File: src/rtl/alu_bist_if.sv
// Bus between the ALU BIST controller and its environment (ALU plus run control).
// master: controller side. It drives the ALU operation/operands and the status outputs,
//         and receives control, the golden signature, the ALU result and the ALU flags.
// slave:  environment side (ALU model / sequencer), with the directions mirrored.
// alu_operation encoding (index into the fixed test order):
//   0 ADD, 1 SUB, 2 OR, 3 AND, 4 XOR, 5 SLL, 6 SRL, 7 SRA, 8 SLTU, 9 SLT.
interface alu_bist_if #(
  parameter int unsigned BitCount = 32
);
  logic                start;
  logic                abort;
  logic [BitCount-1:0] expected_signature;
  logic [BitCount-1:0] alu_result;
  logic                zero;
  logic                overflow;
  logic                negative;
  logic                carry;
  logic [3:0]          alu_operation;
  logic [BitCount-1:0] alu_operand_a;
  logic [BitCount-1:0] alu_operand_b;
  logic                busy;
  logic                done;
  logic                pass;
  logic [BitCount-1:0] signature;

  modport master (
    input  start, abort, expected_signature, alu_result, zero, overflow, negative, carry,
    output alu_operation, alu_operand_a, alu_operand_b, busy, done, pass, signature
  );

  modport slave (
    output start, abort, expected_signature, alu_result, zero, overflow, negative, carry,
    input  alu_operation, alu_operand_a, alu_operand_b, busy, done, pass, signature
  );
endinterface

File: src/rtl/alu_bist_controller.sv
// ALU built-in self-test initiator.
// It steps through ADD..SLT and applies Vectors LFSR-generated operand pairs to each operation.
// It compacts each ALU result and its flags into a MISR signature, and at the end compares the
// signature against the golden value.
// Ports:
//   clk_i   rising-edge clock
//   reset_i asynchronous active-high reset
//   bus     alu_bist_if.master: start/abort/expected_signature and the ALU result/flags in;
//           operation/operands, busy/done/pass and the signature out.
module alu_bist_controller #(
  parameter int unsigned         BitCount = 32,
  parameter int unsigned         Vectors  = 256,
  parameter logic [BitCount-1:0] SeedA    = BitCount'(1),
  parameter logic [BitCount-1:0] SeedB    = {(BitCount / 32){32'hA5A5_A5A5}},
  parameter logic [BitCount-1:0] Taps     = (BitCount == 64) ?
                                            BitCount'(64'hD800_0000_0000_0000) :
                                            BitCount'(32'h8020_0003)
) (
  input logic         clk_i,
  input logic         reset_i,
  alu_bist_if.master  bus
);

  localparam logic [3:0]  OpAdd   = 4'd0;
  localparam logic [3:0]  OpSlt   = 4'd9;
  localparam logic [15:0] LastVec = 16'(Vectors - 1);

  typedef enum logic [1:0] {StIdle, StRun, StDone} state_e;

  state_e              state_q, state_d;
  logic [3:0]          op_q, op_d;
  logic [BitCount-1:0] lfsr_q, lfsr_d;   // doubles as operand A
  logic [BitCount-1:0] opb_q, opb_d;
  logic [BitCount-1:0] sig_q, sig_d;
  logic [15:0]         cnt_q, cnt_d;
  logic                pass_q, pass_d;

  logic [BitCount-1:0] lfsr_step, misr_in, misr_step;

  // Operand B: half-swapped LFSR value XORed with a fixed mask.
  function automatic logic [BitCount-1:0] mix_b(input logic [BitCount-1:0] l);
    return {l[BitCount/2-1:0], l[BitCount-1:BitCount/2]} ^ SeedB;
  endfunction

  always_comb begin
    lfsr_step = (lfsr_q >> 1) ^ (lfsr_q[0] ? Taps : '0);
    misr_in   = bus.alu_result ^
                {{(BitCount - 4){1'b0}}, bus.carry, bus.overflow, bus.negative, bus.zero};
    misr_step = ((sig_q >> 1) ^ (sig_q[0] ? Taps : '0)) ^ misr_in;
  end

  always_comb begin
    state_d = state_q;
    op_d    = op_q;
    lfsr_d  = lfsr_q;
    opb_d   = opb_q;
    sig_d   = sig_q;
    cnt_d   = cnt_q;
    pass_d  = pass_q;
    unique case (state_q)
      StIdle, StDone: begin
        if (bus.start) begin
          state_d = StRun;
          op_d    = OpAdd;
          lfsr_d  = SeedA;
          opb_d   = mix_b(SeedA);
          sig_d   = '0;
          cnt_d   = '0;
          pass_d  = 1'b0;
        end
      end
      StRun: begin
        // Abort leaves signature, operation and operands frozen where they were.
        if (bus.abort) begin
          state_d = StIdle;
        end else begin
          sig_d = misr_step;
          if (cnt_q == LastVec) begin
            cnt_d  = '0;
            lfsr_d = SeedA;
            opb_d  = mix_b(SeedA);
            if (op_q == OpSlt) begin
              state_d = StDone;
              pass_d  = (misr_step == bus.expected_signature);
            end else begin
              op_d = op_q + 4'd1;
            end
          end else begin
            cnt_d  = cnt_q + 16'd1;
            lfsr_d = lfsr_step;
            opb_d  = mix_b(lfsr_step);
          end
        end
      end
      default: state_d = StIdle;
    endcase
  end

  always_ff @(posedge clk_i or posedge reset_i) begin
    if (reset_i) begin
      state_q <= StIdle;
      op_q    <= OpAdd;
      lfsr_q  <= '0;
      opb_q   <= '0;
      sig_q   <= '0;
      cnt_q   <= '0;
      pass_q  <= 1'b0;
    end else begin
      state_q <= state_d;
      op_q    <= op_d;
      lfsr_q  <= lfsr_d;
      opb_q   <= opb_d;
      sig_q   <= sig_d;
      cnt_q   <= cnt_d;
      pass_q  <= pass_d;
    end
  end

  assign bus.alu_operation = op_q;
  assign bus.alu_operand_a = lfsr_q;
  assign bus.alu_operand_b = opb_q;
  assign bus.busy          = (state_q == StRun);
  assign bus.done          = (state_q == StDone);
  assign bus.pass          = pass_q;
  assign bus.signature     = sig_q;

endmodule
File: src/flat_wrapper.sv
// flat-port wrapper written by rule: the top's interface ports become plain ports
module alu_bist_controller_flat 
#(
  parameter int unsigned         BitCount = 32,
  parameter int unsigned         Vectors  = 256,
  parameter logic [BitCount-1:0] SeedA    = BitCount'(1),
  parameter logic [BitCount-1:0] SeedB    = {(BitCount / 32){32'hA5A5_A5A5}},
  parameter logic [BitCount-1:0] Taps     = (BitCount == 64) ?
                                            BitCount'(64'hD800_0000_0000_0000) :
                                            BitCount'(32'h8020_0003)
)
  (clk_i, reset_i, bus_start, bus_abort, bus_expected_signature, bus_alu_result, bus_zero, bus_overflow, bus_negative, bus_carry, bus_alu_operation, bus_alu_operand_a, bus_alu_operand_b, bus_busy, bus_done, bus_pass, bus_signature);
  alu_bist_if #(.BitCount(BitCount)) bus_i ();
  input logic clk_i;
  input logic reset_i;
  input wire logic [$bits(bus_i.start)-1:0] bus_start;
  input wire logic [$bits(bus_i.abort)-1:0] bus_abort;
  input wire logic [$bits(bus_i.expected_signature)-1:0] bus_expected_signature;
  input wire logic [$bits(bus_i.alu_result)-1:0] bus_alu_result;
  input wire logic [$bits(bus_i.zero)-1:0] bus_zero;
  input wire logic [$bits(bus_i.overflow)-1:0] bus_overflow;
  input wire logic [$bits(bus_i.negative)-1:0] bus_negative;
  input wire logic [$bits(bus_i.carry)-1:0] bus_carry;
  output wire logic [$bits(bus_i.alu_operation)-1:0] bus_alu_operation;
  output wire logic [$bits(bus_i.alu_operand_a)-1:0] bus_alu_operand_a;
  output wire logic [$bits(bus_i.alu_operand_b)-1:0] bus_alu_operand_b;
  output wire logic [$bits(bus_i.busy)-1:0] bus_busy;
  output wire logic [$bits(bus_i.done)-1:0] bus_done;
  output wire logic [$bits(bus_i.pass)-1:0] bus_pass;
  output wire logic [$bits(bus_i.signature)-1:0] bus_signature;
  assign bus_i.start = bus_start;
  assign bus_i.abort = bus_abort;
  assign bus_i.expected_signature = bus_expected_signature;
  assign bus_i.alu_result = bus_alu_result;
  assign bus_i.zero = bus_zero;
  assign bus_i.overflow = bus_overflow;
  assign bus_i.negative = bus_negative;
  assign bus_i.carry = bus_carry;
  assign bus_alu_operation = bus_i.alu_operation;
  assign bus_alu_operand_a = bus_i.alu_operand_a;
  assign bus_alu_operand_b = bus_i.alu_operand_b;
  assign bus_busy = bus_i.busy;
  assign bus_done = bus_i.done;
  assign bus_pass = bus_i.pass;
  assign bus_signature = bus_i.signature;
  alu_bist_controller #(.BitCount(BitCount), .Vectors(Vectors), .SeedA(SeedA), .SeedB(SeedB), .Taps(Taps)) u_core (.clk_i(clk_i), .reset_i(reset_i), .bus(bus_i));
endmodule
File: config.mk
export PLATFORM = sky130hd
export DESIGN_NAME = alu_bist_controller_flat
export DESIGN_NICKNAME = d
export VERILOG_FILES = /design/src/rtl/alu_bist_if.sv /design/src/rtl/alu_bist_controller.sv /design/src/flat_wrapper.sv
export SDC_FILE = /design/constraint.sdc
export NUM_CORES = 1
export LEC_CHECK = 0
export BUFFER_PORTS_ARGS = -buffer_cell sky130_fd_sc_hd__buf_2
export CAP_MARGIN = 20
export CORE_ASPECT_RATIO = 0.9
export CORE_MARGIN = 1
export CORE_UTILIZATION = 45
export CTS_BUF_LIST = sky130_fd_sc_hd__clkbuf_16
export CTS_CLUSTER_SIZE = 8
export DETAILED_ROUTE_END_ITERATION = 10
export HOLD_SLACK_MARGIN = 0.03
export PLACE_DENSITY = 0.78
export SYNTH_ARGS = -nofsm -noshare
export SYNTH_HDL_FRONTEND = slang
export SYNTH_SLANG_ARGS = --single-unit
File: constraint.sdc
create_clock -name clk_i -period 5.4 [get_ports clk_i]
set_clock_uncertainty 0.15 [all_clocks]
set_input_delay 0.54 -clock clk_i [delete_from_list [all_inputs] [get_ports clk_i]]
set_output_delay 0.54 -clock clk_i [all_outputs]
set_load 0.005 [all_outputs]
==> impl_metrics.ini <==
[yosys]
synth_flop_cell = dfrtp_1
synth_seq_cells = 103
syn-instance-count = 492
syn_area_um2 = 5300
synth_cell_types = 45
yosysTopAreaCell = dfrtp_1
syn_avg_cell_area_um2 = 10.8
seq_area_frac_synth_pct = 48.7
synth_warnings = 0
synthArstFlopShare_pct = 100
synth_top_area_share_pct = 48.7
synthTopCellsByArea = dfrtp_1 49%, xnor2_1 8.9%, xnor3_1 8.5%, nand2_1 5.8%, o31ai_1 3.8%
syn-num-nets = 567
synth_edf_count = 0

[global_routing]
gr-usage-met3_pct = 2.73
antenna_found_initial = 0
grt_pass1_vias = 3991
grt-ovfl-total = 0
grt_start_max_net_pins = 83
grtUsageTotal_pct = 21.7
grt_use_met1_pct = 30.6
grt_first_pass_wirelength_mm = 20.5
met2_usage_pct = 33.9
top_usage_layer = met2

[critical_path]
cp_slowest_cell = nand2b_1
cp_max_fo = 29
rr_worst_depth = 5
arrival_ps = 3250
critPathBufInv = 1
r2r_slack_ps = 2260
endpoint_kind = flip-flop
cp_cell_sequence = nand2b_1, clkinv_1, a21o_1, or4_1, a21oi_1
r2r_start = u_core.state_q[1]
cp-start-kind = flip-flop
crit_family = simple AND/OR/NAND/NOR gates
cp.required_ps = 5510
critPathMaxStageDelay_ps = 840
worstSetupPathType = reg2reg
r2r_end = u_core.bus.alu_operation[2]

[cells_and_area]
final_cell_mix = 174 x buf_2, 103 x dfrtp_1, 82 x nand2_1
synthToLayoutAreaGrowth_pct = 22.2
final_common_cell = buf_2
drive_gt1_share_pct = 30.8
nFillCells = 989
stdcell_count = 799
diodes = 0
fin_nets = 713

[pwr]
comb_power_share_pct = 37.5
intPower_mw = 1.88
clkPwrFrac_pct = 22.0
cellPowerDensity_nw_per_um2 = 447
power.share.switching_pct = 35.2
ir_drop_uv = 171
power_mw = 2.89
seq_power_share_pct = 40.5
leakagePower_nw = 3.27
p_switching_mw = 1.02

[cts]
ctsHoldBuffers = 0
clkLatencyLatePin_ps = 340
post-cts-setup-buffer-count = 0
cts_tree = built
htreeDepth = 3
cts_sinks = 103
clockBufferDepth = 2
clkTransAtPathRegs_ps = 70
cts_resized = 0
root_buffer = clkbuf_16
cts_made_buffers = 9

[floorplanning]
start_util_pct = 46.3
die_y_um = 105
boundaryPins = 175
die_w_um = 116
dieArea_um2 = 12200
core_area_um2 = 11400
num_rows = 37

[route]
drt-wirelength-per-cell_um = 16.2
drtPass1Iterations = 4
vias = 4191
route.detailed.drc = 0
wirelength_mm = 13.0
antenna_left = 0
via_per_inst = 5.25
drt_iter0_markers = 427

[sta]
finalHoldViolCount = 0
tightest_slew_ps = 1080
slew_headroom_pct = 28.0
max_freq_mhz = 319
rsz0062_at_grt = no
whs_ps = 37.7
drv_slew = 0
finalCriticalPeriod_ps = 3140
fin_tns_setup_ps = 0
fin_crit_sh_pct = 58.1
setup_viol = 0

[flow_run]
drv_cap = 0

[placement]
dpl.cell_count = 783
place_congestion = 0.888
io_buffers = 174
hpwl_mm = 9.52

[hold_path]
hp-class = in2async

[run_status]
outcome = complete, no violations
final cells by class:
cell class / instances / area (um2) / share of cell area, %
well taps: 156 / 195 / 3.02
flip-flops and latches: 103 / 2580 / 39.8
clock inverters: 7 / 66.3 / 1.02
inverters: 7 / 28.8 / 0.445
clock buffers: 9 / 225 / 3.48
repair buffers: 177 / 893 / 13.8
multi-input cells: 340 / 2480 / 38.4
per-stage QoR:
| step | instance area, um2 | worst slack [ps] | util, % |
|---|---|---|---|
| floorplan | 5300 | 2010 | - |
| global placement | 6180 | 2410 | 54.0 |
| detailed placement | 6180 | 2310 | 54.0 |
| CTS | 6470 | 2280 | 56.6 |
| global route | 6470 | 2040 | 56.6 |
| finish | 6470 | 2260 | 56.6 |
synth_stat cells (all sizes together), types with 5 or more instances:
master	number
dfrtp	103
nand2	82
xnor2	54
o31ai	27
clkbuf	22
buf	20
xnor3	20
a21oi	19
a22o	18
nor2	17
nand3	16
o21ai	16
o211ai	13
xor2	12
inv	6
nor4	6
nand4	5
flip-flops by register name (all words and copies together), names as in the netlist:
name and count:
u_core.bus.signature 32, u_core.state_q 2, u_core.cnt_q 16, u_core.bus.alu_operand_a 16, u_core.bus.alu_operand_b 32, u_core.bus.alu_operation 4, u_core.bus.pass 1
worst max path at each step:
stage                           start                     endpoint  slack, ps  depth (start not counted)
finish              u_core.state_q[1]  u_core.bus.alu_operation[2]       2260                          5
global route        u_core.state_q[1]  u_core.bus.alu_operation[2]       2040                          5
CTS                 u_core.state_q[1]  u_core.bus.alu_operation[2]       2280                          5
detailed placement  u_core.state_q[1]  u_core.bus.alu_operation[2]       2310                          5
global placement    u_core.state_q[1]  u_core.bus.alu_operation[2]       2410                          5
floorplan                     reset_i  u_core.bus.alu_operand_a[0]       2010                          1
routing by layer:
metal,up-vias,routed length (um)
li1,1991,-
met1,2037,5820
met2,141,6260
met3,22,603
met4,0,276
met5,-,0
cells by family (layout without fill, tap and decap cells):
kind of cell,after synthesis,in the layout,synth area share (%)
flip-flops,103,103,48.7
AND/OR/NAND/NOR,147,147,12.9
AO/OA/AOI/OAI,104,104,13.7
adder cells (fa/ha/maj),3,3,0.709
buffers and inverters,49,200,4.63
XOR/XNOR,86,86,19.4
power groups by stage:
stage	logic, mW	clock network [mW]	registers, mW
floorplan	0.716	0	1.15
global placement	1.06	0	1.17
detailed placement	1.08	0	1.19
CTS	1.09	0.648	1.17
global route	1.19	0.674	1.20
finish	1.08	0.636	1.17
Power figures use the tool's default switching activity.
